`src/rtl/syn_branch_target_predictor_pkg.sv`:
```
// Shared constants and counter-init helpers for the branch target predictor.
// Counter init values are derived from the counter width.
package syn_branch_target_predictor_pkg;

  localparam int STAT_W          = 16;
  localparam int DEF_IM_ADDR_BIT = 10;
  localparam int DEF_INDEX_BIT   = 6;
  localparam int DEF_CTR_BITS    = 2;

  function automatic int tag_bits(input int im_addr_bit, input int index_bit);
    return im_addr_bit - index_bit;
  endfunction

  function automatic int entry_count(input int index_bit);
    return 1 << index_bit;
  endfunction

  function automatic logic [3:0] ctr_weak_taken(input int ctr_bits);
    return 4'(1 << (ctr_bits - 1));
  endfunction

  function automatic logic [3:0] ctr_weak_not_taken(input int ctr_bits);
    return 4'((1 << (ctr_bits - 1)) - 1);
  endfunction

endpackage

```
`src/rtl/syn_branch_target_predictor_cmb_sat_counter_next.sv`:
```
// Saturating up/down counter next-state logic used to train direction counters.
module cmb_sat_counter_next #(
  parameter int CTR_BITS = 2
) (
  input  logic [CTR_BITS-1:0] ctr,
  input  logic                taken,
  output logic [CTR_BITS-1:0] ctr_next
);

  // Step toward the observed outcome, holding at either end of the range.
  always_comb begin
    ctr_next = ctr;
    if (taken) begin
      if (ctr == {CTR_BITS{1'b1}}) begin
        ctr_next = ctr;
      end else begin
        ctr_next = ctr + CTR_BITS'(1);
      end
    end else begin
      if (ctr == {CTR_BITS{1'b0}}) begin
        ctr_next = ctr;
      end else begin
        ctr_next = ctr - CTR_BITS'(1);
      end
    end
  end

endmodule

```
`src/rtl/syn_branch_target_predictor.sv`:
```
// Direct-mapped branch target buffer with saturating direction counters.
// Optional statistics counters are built when BHT_STATS_EN is defined.
module syn_branch_target_predictor
  import syn_branch_target_predictor_pkg::*;
#(
  parameter int IM_ADDR_BIT = DEF_IM_ADDR_BIT,
  parameter int INDEX_BIT   = DEF_INDEX_BIT,
  parameter int CTR_BITS    = DEF_CTR_BITS
) (
  input  logic                   clk,
  input  logic                   rst_n,
  input  logic                   en,
  input  logic [IM_ADDR_BIT-1:0] pc,
  output logic [IM_ADDR_BIT-1:0] pc_guessed,
  output logic                   pred_taken,
  input  logic                   upd_en,
  input  logic [IM_ADDR_BIT-1:0] upd_pc,
  input  logic                   upd_taken,
  input  logic [IM_ADDR_BIT-1:0] upd_target,
  input  logic                   upd_mispredict,
  input  logic                   flush,
  output logic [STAT_W-1:0]      stat_updates,
  output logic [STAT_W-1:0]      stat_mispredicts
);

  localparam int TAG_BIT = tag_bits(IM_ADDR_BIT, INDEX_BIT);
  localparam int ENTRIES = entry_count(INDEX_BIT);
  localparam logic [CTR_BITS-1:0] CTR_WT  = CTR_BITS'(ctr_weak_taken(CTR_BITS));
  localparam logic [CTR_BITS-1:0] CTR_WNT = CTR_BITS'(ctr_weak_not_taken(CTR_BITS));

  logic [ENTRIES-1:0]     r_valid;
  logic [TAG_BIT-1:0]     r_tag    [ENTRIES];
  logic [IM_ADDR_BIT-1:0] r_target [ENTRIES];
  logic [CTR_BITS-1:0]    r_ctr    [ENTRIES];

  logic [INDEX_BIT-1:0] w_idx;
  logic [TAG_BIT-1:0]   w_tag;
  logic                 w_hit;
  logic [INDEX_BIT-1:0] w_upd_idx;
  logic [TAG_BIT-1:0]   w_upd_tag;
  logic                 w_upd_hit;
  logic [CTR_BITS-1:0]  w_ctr_next;
  logic                 w_upd_fire;

  assign w_idx      = pc[INDEX_BIT-1:0];
  assign w_tag      = pc[IM_ADDR_BIT-1:INDEX_BIT];
  assign w_upd_idx  = upd_pc[INDEX_BIT-1:0];
  assign w_upd_tag  = upd_pc[IM_ADDR_BIT-1:INDEX_BIT];
  assign w_hit      = r_valid[w_idx] && (r_tag[w_idx] == w_tag);
  assign w_upd_hit  = r_valid[w_upd_idx] && (r_tag[w_upd_idx] == w_upd_tag);
  assign w_upd_fire = en && upd_en && !flush;

  // Lookup reads current table contents; updates land only at the next edge.
  assign pred_taken = w_hit && r_ctr[w_idx][CTR_BITS-1];
  assign pc_guessed = pred_taken ? r_target[w_idx] : (pc + IM_ADDR_BIT'(1));

  cmb_sat_counter_next #(
    .CTR_BITS (CTR_BITS)
  ) u_ctr_next (
    .ctr      (r_ctr[w_upd_idx]),
    .taken    (upd_taken),
    .ctr_next (w_ctr_next)
  );

  // Valid bits and direction counters: flush beats update, misses allocate only when taken.
  always_ff @(posedge clk or negedge rst_n) begin
    if (!rst_n) begin
      r_valid <= {ENTRIES{1'b0}};
      for (int i = 0; i < ENTRIES; i++) begin
        r_ctr[i] <= CTR_WNT;
      end
    end else if (en) begin
      if (flush) begin
        r_valid <= {ENTRIES{1'b0}};
      end else if (upd_en) begin
        if (w_upd_hit) begin
          r_ctr[w_upd_idx] <= w_ctr_next;
        end else if (upd_taken) begin
          r_valid[w_upd_idx] <= 1'b1;
          r_ctr[w_upd_idx]   <= CTR_WT;
        end
      end
    end
  end

  // Tag and target payload; left unreset since valid gates every use of it.
  always_ff @(posedge clk) begin
    if (rst_n && w_upd_fire && upd_taken) begin
      r_tag[w_upd_idx]    <= w_upd_tag;
      r_target[w_upd_idx] <= upd_target;
    end
  end

`ifdef BHT_STATS_EN
  logic [STAT_W-1:0] r_stat_upd;
  logic [STAT_W-1:0] r_stat_mis;

  // Saturating resolved/mispredict counters; flush does not touch them.
  always_ff @(posedge clk or negedge rst_n) begin
    if (!rst_n) begin
      r_stat_upd <= {STAT_W{1'b0}};
      r_stat_mis <= {STAT_W{1'b0}};
    end else if (en && upd_en) begin
      if (r_stat_upd != {STAT_W{1'b1}}) begin
        r_stat_upd <= r_stat_upd + STAT_W'(1);
      end
      if (upd_mispredict && (r_stat_mis != {STAT_W{1'b1}})) begin
        r_stat_mis <= r_stat_mis + STAT_W'(1);
      end
    end
  end

  assign stat_updates     = r_stat_upd;
  assign stat_mispredicts = r_stat_mis;
`else
  logic w_unused_mispredict;

  assign w_unused_mispredict = upd_mispredict;
  assign stat_updates        = {STAT_W{1'b0}};
  assign stat_mispredicts    = {STAT_W{1'b0}};
`endif

endmodule

```
`config.mk`:
```
export PLATFORM = sky130hd
export DESIGN_NAME = syn_branch_target_predictor
export DESIGN_NICKNAME = d
export VERILOG_FILES = /design/src/rtl/syn_branch_target_predictor_pkg.sv /design/src/rtl/syn_branch_target_predictor_cmb_sat_counter_next.sv /design/src/rtl/syn_branch_target_predictor.sv
export SDC_FILE = /design/constraint.sdc
export NUM_CORES = 1
export LEC_CHECK = 0
export BUFFER_PORTS_ARGS = -buffer_cell sky130_fd_sc_hd__buf_2
export CORE_ASPECT_RATIO = 0.8
export CORE_UTILIZATION = 37
export CTS_BUF_LIST = sky130_fd_sc_hd__clkbuf_2
export DETAILED_ROUTE_END_ITERATION = 7
export GPL_TIMING_DRIVEN = 0
export PLACE_DENSITY_LB_ADDON = 0.15
export SLEW_MARGIN = 20
export SYNTH_ARGS = -nofsm -noshare
export SYNTH_HDL_FRONTEND = slang
export SYNTH_SLANG_ARGS = --single-unit
```
`constraint.sdc`:
```
create_clock -name clk -period 3.8 [get_ports clk]
set_input_delay 0.19 -clock clk [delete_from_list [all_inputs] [get_ports clk]]
set_output_delay 0.19 -clock clk [all_outputs]
set_load 0.02 [all_outputs]
```
==> results by stage <==
Layout:
- Leaving out fill and tap cells, the most frequent cell in the layout is sky130_fd_sc_hd__edfxtp_1.
- Cells with a size suffix above 1 make up between 30 and 40% of the layout.
- From synthesis to final layout, the design area changed by 16.25%.
- In the layout the commonest cells are sky130_fd_sc_hd__edfxtp_1, sky130_fd_sc_hd__clkbuf_2, sky130_fd_sc_hd__mux4_2, sky130_fd_sc_hd__nand2_1, sky130_fd_sc_hd__o21ai_0.
- The post-layout net count is around 3,300.

CTS:
- The clock network latency to the later pin of the worst-skew pair is between 1.5 and 2 ns.
- The H-tree was split into 5 levels.
- The clock drives 1,088 sinks.
- The cell sitting at the root of the clock tree is a sky130_fd_sc_hd__clkbuf_2.
- The clock buffer count from CTS is approximately 300.
- The CTS tree is built.
- The clock input transition at the sequential cells of the worst setup and hold paths is around 0.090 ns.
- The number of buffers on the longest clock path is 4.

Floorplan:
- The floorplan die width is roughly 400 um.
- The initial utilization of the core area, before any placement, comes to a little under two fifths.
- The floorplan step defined a core boundary enclosing about 0.13 mm^2.
- In this run the vertical extent of the chip is between 300 and 400 um.
- The die covers ~0.13 mm^2.
- In this run the count of I/O pins placed on the die edge is 80.
- The floorplan has 116 rows.

Outcome:
- The checks that failed: setup timing.
- The flow ran to the end, but the final reports show violations.

Critical path:
- The worst register-to-register path has a setup slack of -0.05 ns.
- The origin of the worst setup path is pc[1].
- STA classifies the critical path endpoint as a primary output.
- The critical path in this run is classified as input pin to primary output.
- STA puts the critical path data required time at about 3.6 ns.
- The worst setup path endpoint is pc_guessed[3].
- The maximum net fanout on the critical path is 11.
- In this run the critical register-to-register path is captured at r_ctr[67].
- Measured in cells, the most critical reg-to-reg path has a length of 11.
- The startpoint identified for the worst register-to-register timing path is r_tag[55][3].
- At the worst endpoint, the arrival time is 4.85 ns.
- The worst setup path is launched from an input pin.

Pwr:
- In this run the static leakage power is 18.90 nW.
- The power per standard cell area is approximately 420 mW/mm^2.
- The peak supply drop is 0.2414 mV.
- The total power draw is ~23 mW.

Yosys:
- The dominant register cell in the synthesized netlist is sky130_fd_sc_hd__edfxtp_1.
- The post-synthesis sequential element count is 1,088.
- A synthesized cell averages 17.15 um^2.
- During synthesis, Yosys emitted a total of 0 warnings.
- The netlist area before placement is about 0.047 mm^2.
- The synthesized-area fraction occupied by xor and xnor cells is less than 1%.
- The gate count after technology mapping is about 2,800.
- The synthesized netlist contains 74 unique library cells.
- The area fraction in compound gates after synthesis is 6.582%.
- The sequential share of the synthesized area is 67.28%.
- The combinational family with the most area after synthesis is multiplexers.
- The number of flops mapped to enable cells by yosys is 896.
- The multiplexer share of the synthesized area is 18.93%.
- Summing the areas of all fa, ha and maj instances in the mapped netlist gives 0.04766% of the synthesized area.
- The share of flip-flops with an asynchronous set or reset after synthesis is approximately 18%.
- Summing the areas of all and, or, nand and nor instances in the mapped netlist gives under 10% of the synthesized area.

GRT:
- The first global-routing pass estimated about 240 mm of wire.
- Entering global routing, the biggest net connects 84 pins.
- Global routing used a little over a quarter of the available tracks across all layers.
- The via count of the first global-routing pass is around 30,000.
- For this run the aggregate overflow at the end of global routing stands at 0.
- The initial antenna violation count came to 12.

Timing:
- Setup repair after global routing could not meet its margin everywhere.
- The total of endpoints with negative setup slack in the final report is ~110.
- The minimum setup slack in the final design is -1.239 ns.
- The count of final max-slew check failures is 0.
- The setup TNS is -19.44 ns.
- In this run the tightest slew margin relative to its limit is roughly 11%.
- The portion of the clock cycle consumed by the worst path in the final layout is 132.6%.
- The final worst clock skew is approximately 0.18 ns.
- The transition at the pin with the smallest max-transition slack is 1.329 ns.
- The final hold violation count was 0.
- The worst hold slack after final layout is between 0.2 and 0.25 ns.
- The final critical delay including setup and external delays is 5.039 ns.
- The timing-limited maximum frequency is 198.5 MHz.

Detailed routing:
- Summed over all layers, the routed wires come to 177.2 mm.
- The starting DRC count in detailed routing is a little over 4,000.
- The mean routed wirelength per cell is about 35 um.
- After detailed routing, the number of remaining DRC violations is 0.
- In the routed layout, each cell is associated on average with a via count of roughly 6.1.
- For this block, the via count after detailed routing is about 31,000.
- The first detailed-routing pass took 5 iterations.
- In this run the remaining antenna-violating nets after routing total 0.

Place:
- Detailed placement ended at an HPWL of 121.2 mm.
- The global placer's final weighted congestion is between 1 and 1.5.
- The count of buffers added on input and output ports is 40.
- The placement-stage worst setup slack is -2.991 ns.

Flow run:
- The max-capacitance violation count is 0.

Hold path:
- The min-delay analysis places its worst path in the category input pin to async pin.
## metrics by stage
step	instances	util, %	area, um^2
floorplan	2786	-	47370
global placement	4478	39.45	49640
detailed placement	4511	40.17	50550
CTS	5077	43.35	54550
global route	5088	43.65	54930
finish	5089	43.65	54930
## report_power, final
part           total (mW)  internal, mW  switching [mW]
clock network        7.90          2.96            4.94
registers            13.1          13.0          0.0739
logic                2.19         0.774            1.41
total                23.2          16.7            6.43
## registers in the layout (all words and copies together) (netlist names)
register	cells
r_ctr	128
r_tag	256
r_target	640
r_valid	64
## cells by family (layout without fill, tap and decap cells)
| kind of cell | count (synthesis) | in the layout |
|---|---|---|
| compound gates | 489 | 489 |
| xor+xnor | 12 | 12 |
| fa+ha+maj | 2 | 2 |
| buf+inv | 310 | 951 |
| flops | 1088 | 1088 |
| mux | 445 | 445 |
| other cells | 1 | 42 |
| simple gates | 408 | 408 |
## area by class of cell
| type | count | area, um^2 |
|---|---|---|
| inverter | 72 | 270.3 |
| sequential | 1088 | 31790 |
| tap | 1652 | 2067 |
| fill | 11210 | 70900 |
| buffer | 235 | 1381 |
| antenna | 10 | 25.02 |
| timing repair buffer | 167 | 1984 |
| clock buffer | 415 | 2077 |
| multi-input combinational | 1388 | 15070 |
| clock inverter | 62 | 270.3 |
## how the worst min path moves through the flow
stage / from / endpoint / slack [ns] / cells past startpoint
floorplan: rst_n / r_ctr[101] / -0.11 / 0
global placement: r_ctr[62] / r_ctr[62] / 0.46 / 2
detailed placement: rst_n / r_ctr[19] / 0.07 / 1
CTS: rst_n / r_ctr[29] / 0.005 / 5
global route: upd_target[5] / r_target[53][5] / 0.09 / 4
finish: rst_n / r_ctr[29] / 0.21 / 5
## metal layers
layer / vias up / part of all wire [%] / global-route usage, %
li1: 12260 / - / -
met1: 16490 / 45 / 41.00
met2: 1917 / 42 / 37.73
met3: 256 / 12 / 9.225
met4: 6 / 1.9 / 7.407
met5: - / 0.064 / 0.3733
## cell usage after synthesis (all sizes together), types with 9 or more instances
cell type	number	area share [%]
a21oi	100	1.1
xnor2	10	0.19
mux4	357	17
buf	120	1.5
nand3	46	0.50
a22oi	35	0.56
nand2	188	1.5
nor3	10	0.12
edfxtp	896	57
o32ai	65	1.2
o21ai	192	2.0
mux2i	67	1.4
and3b	9	0.17
dfstp	64	3.6
inv	71	0.56
nor2	100	0.80
clkbuf	118	0.94
mux2	21	0.50
o22a	25	0.46
dfrtp	128	6.8
a221oi	25	0.48
## what timing repair did
action	4_1_cts	5_1_grt
hold endpoints to repair	1696	0
setup buffers	11	1
pin swaps	18	12
resized for setup	139	101
hold buffers	78	0
gates cloned	2	1
setup endpoints to repair	203	199
## critical path: stages
cell	delay (ns)
sky130_fd_sc_hd__buf_2	0.41
sky130_fd_sc_hd__clkbuf_2	0.49
sky130_fd_sc_hd__clkbuf_4	0.50
sky130_fd_sc_hd__clkbuf_2	0.38
sky130_fd_sc_hd__buf_1	0.91
sky130_fd_sc_hd__mux4_2	0.43
sky130_fd_sc_hd__mux4_2	0.61
sky130_fd_sc_hd__mux4_2	0.52
sky130_fd_sc_hd__nor2_4	0.15
sky130_fd_sc_hd__a21oi_4	0.05
sky130_fd_sc_hd__buf_6	0.14
Power figures use the tool's default switching activity.
